`config.mk`:
```
export PLATFORM = sky130hd
export DESIGN_NAME = i2c_cfg_seq
export DESIGN_NICKNAME = d
export VERILOG_FILES = /design/src/rtl/i2c_cfg_seq.sv
export SDC_FILE = /design/constraint.sdc
export NUM_CORES = 1
export LEC_CHECK = 0
export ABC_CLOCK_PERIOD_IN_PS = 2300
export BUFFER_PORTS_ARGS = -buffer_cell sky130_fd_sc_hd__buf_2
export CAP_MARGIN = 20
export CORE_UTILIZATION = 40
export DETAILED_ROUTE_END_ITERATION = 10
export PLACE_DENSITY = 0.66
export SETUP_SLACK_MARGIN = 0.05
export SLEW_MARGIN = 30
export SYNTH_ARGS = -nofsm -noshare
export SYNTH_HDL_FRONTEND = slang
export SYNTH_SLANG_ARGS = --single-unit
```
`constraint.sdc`:
```
create_clock -name clk -period 2.3 [get_ports clk]
set_input_delay 0.46 -clock clk [delete_from_list [all_inputs] [get_ports clk]]
set_output_delay 0.46 -clock clk [all_outputs]
set_load 0.005 [all_outputs]
```
`src/rtl/i2c_cfg_seq.sv`:
```
// rtl/i2c_cfg_seq.sv - table-driven I2C register configuration sequencer
module i2c_cfg_seq #(
    parameter int NUM_REGS   = 2,
    parameter int ADDR_W     = 8,
    parameter int DATA_W     = 16,
    parameter logic [NUM_REGS*(ADDR_W+DATA_W)-1:0] CFG_TABLE = {8'h04, 16'd640, 8'h03, 16'd480},
    parameter int DELAY_MAX  = 255,
    parameter int VERIFY     = 0,
    parameter int MAX_RETRY  = 2,
    parameter int AUTO_START = 1
) (
    input  logic              clk,
    input  logic              rst,
    input  logic              cfg_start,
    input  logic              i2c_done,
    input  logic              i2c_ack_err,
    input  logic [DATA_W-1:0] i2c_rd_data,
    output logic              i2c_exec,
    output logic              i2c_rh_wl,
    output logic [ADDR_W-1:0] i2c_addr,
    output logic [DATA_W-1:0] i2c_wr_data,
    output logic              cfg_busy,
    output logic              cfg_done,
    output logic              cfg_err,
    output logic [7:0]        cfg_idx
);
    localparam int         E         = ADDR_W + DATA_W;
    localparam logic [15:0] DLY_LAST  = 16'(DELAY_MAX - 1);
    localparam logic [7:0]  IDX_LAST  = 8'(NUM_REGS - 1);
    localparam logic [3:0]  RETRY_MAX = 4'(MAX_RETRY);

    typedef enum logic [3:0] {
        S_IDLE, S_DELAY, S_WR, S_WR_WAIT, S_RD, S_RD_WAIT,
        S_NEXT, S_FAIL, S_DONE, S_ERROR
    } state_t;

    state_t            state, state_n;
    logic [15:0]       cnt;
    logic [7:0]        idx, idx_n;
    logic [3:0]        retry;
    logic              rd_phase;
    logic              first;
    logic              done_r, err_r, rh_r;
    logic [ADDR_W-1:0] addr_r;
    logic [DATA_W-1:0] data_r;
    logic [E-1:0]      entry;
    logic [ADDR_W-1:0] tbl_addr;
    logic [DATA_W-1:0] tbl_data;

    // Table is addressed with the next index so a load on entry to WR/RD sees the new entry.
    assign entry    = CFG_TABLE[idx_n*E +: E];
    assign tbl_addr = entry[E-1 -: ADDR_W];
    assign tbl_data = entry[DATA_W-1:0];

    // NEXT/FAIL count as the first delay cycle, so with DELAY_MAX==1 they jump straight to WR.
    always_comb begin
        state_n = state;
        idx_n   = idx;
        case (state)
            S_IDLE: begin
                idx_n = '0;
                if (cfg_start || (first && AUTO_START != 0)) state_n = S_DELAY;
            end
            S_DELAY:   if (cnt == DLY_LAST) state_n = rd_phase ? S_RD : S_WR;
            S_WR:      state_n = S_WR_WAIT;
            S_WR_WAIT: if (i2c_done) begin
                if (i2c_ack_err)      state_n = S_FAIL;
                else if (VERIFY != 0) state_n = S_DELAY;
                else                  state_n = S_NEXT;
            end
            S_RD:      state_n = S_RD_WAIT;
            S_RD_WAIT: if (i2c_done) begin
                state_n = (i2c_ack_err || i2c_rd_data != tbl_data) ? S_FAIL : S_NEXT;
            end
            S_NEXT: begin
                if (idx == IDX_LAST) begin
                    state_n = S_DONE;
                end else begin
                    idx_n   = idx + 8'd1;
                    state_n = (DELAY_MAX == 1) ? S_WR : S_DELAY;
                end
            end
            S_FAIL: begin
                if (retry < RETRY_MAX) state_n = (DELAY_MAX == 1) ? S_WR : S_DELAY;
                else                   state_n = S_ERROR;
            end
            S_DONE, S_ERROR: if (cfg_start) begin
                idx_n   = '0;
                state_n = S_DELAY;
            end
            default: state_n = S_IDLE;
        endcase
    end

    always_ff @(posedge clk) begin
        if (rst) begin
            state    <= S_IDLE;
            cnt      <= '0;
            idx      <= '0;
            retry    <= '0;
            rd_phase <= 1'b0;
            first    <= 1'b1;
            done_r   <= 1'b0;
            err_r    <= 1'b0;
            rh_r     <= 1'b0;
            addr_r   <= '0;
            data_r   <= '0;
        end else begin
            state <= state_n;
            idx   <= idx_n;
            first <= 1'b0;
            case (state)
                S_DELAY:        cnt <= cnt + 16'd1;
                S_NEXT, S_FAIL: cnt <= 16'd1;
                default:        cnt <= '0;
            endcase
            if (state_n == S_WR || state_n == S_RD) begin
                addr_r <= tbl_addr;
                data_r <= tbl_data;
                rh_r   <= (state_n == S_RD);
            end
            if (state == S_WR_WAIT)  rd_phase <= (state_n == S_DELAY);
            else if (state == S_RD)  rd_phase <= 1'b0;
            case (state)
                S_IDLE: begin
                    done_r <= 1'b0;
                    err_r  <= 1'b0;
                    retry  <= '0;
                end
                S_DONE, S_ERROR: if (cfg_start) begin
                    done_r <= 1'b0;
                    err_r  <= 1'b0;
                    retry  <= '0;
                end
                S_NEXT: begin
                    if (idx == IDX_LAST) done_r <= 1'b1;
                    else                 retry  <= '0;
                end
                S_FAIL: begin
                    if (retry < RETRY_MAX) retry <= retry + 4'd1;
                    else                   err_r <= 1'b1;
                end
                default: ;
            endcase
        end
    end

    assign i2c_exec    = (state == S_WR) || (state == S_RD);
    assign i2c_rh_wl   = rh_r;
    assign i2c_addr    = addr_r;
    assign i2c_wr_data = data_r;
    assign cfg_busy    = !(state == S_IDLE || state == S_DONE || state == S_ERROR);
    assign cfg_done    = done_r;
    assign cfg_err     = err_r;
    assign cfg_idx     = idx;
endmodule

```
==> impl_metrics.ini <==
[logic_synthesis]
synth_top_flop_cell = dfxtp_1
synth_simple_gate_area_frac = 0.3061
netlist_area_um2 = 2232
synth_top_family_by_area = simple AND/OR/NAND/NOR gates
synth_seq_cells = 40
synth.area.mux_share = 0.008969
synth_cell_types = 46
yosysWarnings = 0
avgSynthCellArea_um2 = 8.058
syn_inst = 277
synth_edf_count = 0
synth_compound_area_frac = 0.1446
synthArstFlopShare = 0
synth_adder_area_share = 0.02803
yosysSeqAreaShare = 0.3587
synth-xor-area-share = 0.05101

[global_routing]
grt_max_degree = 27
grt_pass1_vias = 1691
antenna_found_initial = 0
grt_pass1_wl_um = 8045
grt_usage = 0.1678
grt.overflow.total = 0

[min_path]
min_from = i2c_wr_data[7]
min_path_type = flip-flop to flip-flop

[route]
vias = 2034
routed_wl_um = 4730
wire_per_inst_um = 12.16
first_pass_iters = 7
drt_iter0_drc = 178
ant_nets = 0
vias_per_cell = 5.229
drc_errors = 0

[clocking]
path_clk_slew_ns = 0.08
cts_buffer_depth = 2
cts-htree-levels = 2
clkLatencyLatePin_ns = 0.29
root_buffer = clkbuf_8
cts_buffers = 5
clock_sinks = 40
cts_hold_buffers = 0
cts_tree = built

[critical_path]
crit_arrival_ns = 2.41
cp_cell_sequence = inv_2, ha_4, or4b_4, o41ai_4, nor2_1, a21oi_1, and2_4, o221ai_2, o2bb2ai_1
timing.rr.start = cfg_idx[1]
cp-end-kind = flip-flop
required_ns = 2.48
crit_fanout = 6
critPathLaunch = cfg_idx[1]
worstSetupPathType = flip-flop to flip-flop
start_kind = flip-flop
slowest_stage = or4b_4
slowest_delay_ns = 0.50

[finish]
finalNonFillerCells = 389
design_area_um2 = 2592
layout-drive-gt1-share = 0.2288
nets = 344
post-route-util = 0.4950
n_antenna_cell = 0
area_growth_pct = 16.14

[floorplan]
core_region_area_um2 = 5238
rows = 26
fp.dieH_um = 76.70
die_w_um = 76.70
die_area_um2 = 5883
io_pins = 58
initial_core_util = 0.4262

[place]
io_buffers = 41
gp_congestion = 0.8517
place_inst = 381
dp_hpwl_um = 3519
placed_cell_area_um2 = 2450

[flow_run]
max-cap-violations = 0

[timing]
finalCritPeriodShare = 0.9694
post-route-min-period_ns = 2.230
finalSetupViolCount = 0
finalHoldWorstSlack_ns = 0.4530
max_slew_margin = 0.6218
fmax_mhz = 448.5
worst_pin_slew_ns = 0.5673
finalHoldViolCount = 0
rsz0062_at_grt = yes
final_max_slew_viol_count = 0
clock_skew_ns = 0.008413

[pwr]
ir_worst_vdd_mv = 0.3064
power.leakage_nw = 1.045
powerDensity_nw_per_um2 = 526.5
power_mw = 1.365

[run_status]
outcome = complete, no violations
-- metal layers --
| layer | global-route usage | routed length [um] | up-vias |
|---|---|---|---|
| met4 | 0.06346 | 69 | 0 |
| met1 | 0.2357 | 2397 | 938 |
| met5 | 0 | 0 | - |
| met2 | 0.2509 | 2044 | 68 |
| li1 | - | - | 1020 |
| met3 | 0.03333 | 219 | 8 |
-- power by group --
| part | switching, mW | internal [mW] |
|---|---|---|
| clock | 0.248 | 0.321 |
| sequential | 0.00640 | 0.696 |
| combinational | 0.0558 | 0.0370 |
-- timing repair --
item,CTS,global route
resized for setup,0,8
endpoints found under the setup margin,0,4
setup buffers,0,0
-- Yosys cell counts (2+ instances only) --
library cell | instances | area (um^2)
a21oi_1 | 21 | 105.1
and2_1 | 4 | 25.02
nor4_1 | 5 | 31.28
xor2_1 | 10 | 87.58
clkbuf_1 | 9 | 33.78
dfxtp_1 | 40 | 800.8
nand4_1 | 5 | 31.28
nand2_1 | 19 | 71.32
a311oi_1 | 2 | 17.52
or4_1 | 2 | 15.01
o22ai_1 | 2 | 12.51
nor3b_1 | 10 | 75.07
nand2b_1 | 5 | 31.28
xnor2_1 | 3 | 26.28
ha_1 | 5 | 62.56
and3_1 | 6 | 37.54
or3_1 | 3 | 18.77
nor2_1 | 40 | 150.1
inv_1 | 7 | 26.28
o21ai_0 | 10 | 50.05
o2bb2ai_1 | 2 | 17.52
buf_4 | 22 | 165.2
nor3_1 | 9 | 45.04
nand3_1 | 13 | 65.06
mux2i_1 | 2 | 20.02
-- flip-flops by register name, indices dropped and copies added (netlist names) --
signal	flops
first	1
state	4
i2c_wr_data	1
i2c_rh_wl	1
retry	4
cfg_err	1
cfg_done	1
cfg_idx	8
cnt	16
rd_phase	1
i2c_addr	2
-- cell type report --
cell class              count  area (um^2)
clock buffers               5        68.82
fillers                   491         2645
inverters                   7        26.28
multi-input cells         214         1291
well taps                  70        87.58
flip-flops and latches     40        803.3
repair buffers             50        272.8
clock inverters             3        42.54
-- worst paths after layout --
kind         cells after the start        endpoint  slack, ns
max reg2reg                      9        state[0]       0.07
min reg2reg                      2  i2c_wr_data[7]       0.45
min                              2  i2c_wr_data[7]       0.45
max                              9        state[0]       0.07
-- layout by cell type, fill, tap and decap left out, types with 3 or more instances in the layout --
master	Yosys	routed
buf_2	0	41
nor2_1	40	40
dfxtp_1	40	38
a21oi_1	21	20
nand2_1	19	19
conb_1	1	16
nand3_1	13	13
o21ai_0	10	10
nor3b_1	10	10
xor2_1	10	10
nor3_1	9	9
buf_4	22	9
inv_1	7	6
and3_1	6	6
nand2b_1	5	5
nand4_1	5	5
nor4_1	5	5
clkbuf_8	0	5
and2_1	4	4
ha_1	5	4
or3_1	3	3
xnor2_1	3	3
-- cells by family (layout without fill, tap and decap cells) --
family | Yosys count | in the layout
other cells | 1 | 16
compound gates | 49 | 49
xor+xnor | 13 | 13
mux | 2 | 2
simple gates | 129 | 129
fa+ha+maj | 5 | 5
buf+inv | 38 | 65
flops | 40 | 40
-- worst max-delay path: cells and delay by family (launching register included) --
family | cells | cell delay (ns)
flip-flops | 1 | 0.33
adder cells (fa/ha/maj) | 1 | 0.12
buffers and inverters | 1 | 0.06
AO/OA/AOI/OAI | 4 | 0.81
AND/OR/NAND/NOR | 3 | 0.80
-- stage by stage --
| stage | setup WS, ns | setup TNS [ns] |
|---|---|---|
| detailed placement | 0.08190 | 0 |
| CTS | 0.05436 | 0 |
| finish | 0.07048 | 0 |
| global placement | 0.1605 | 0 |
| floorplan | 0.09263 | 0 |
| global route | -0.01028 | -0.01028 |
(Power assumes the default switching activity.)
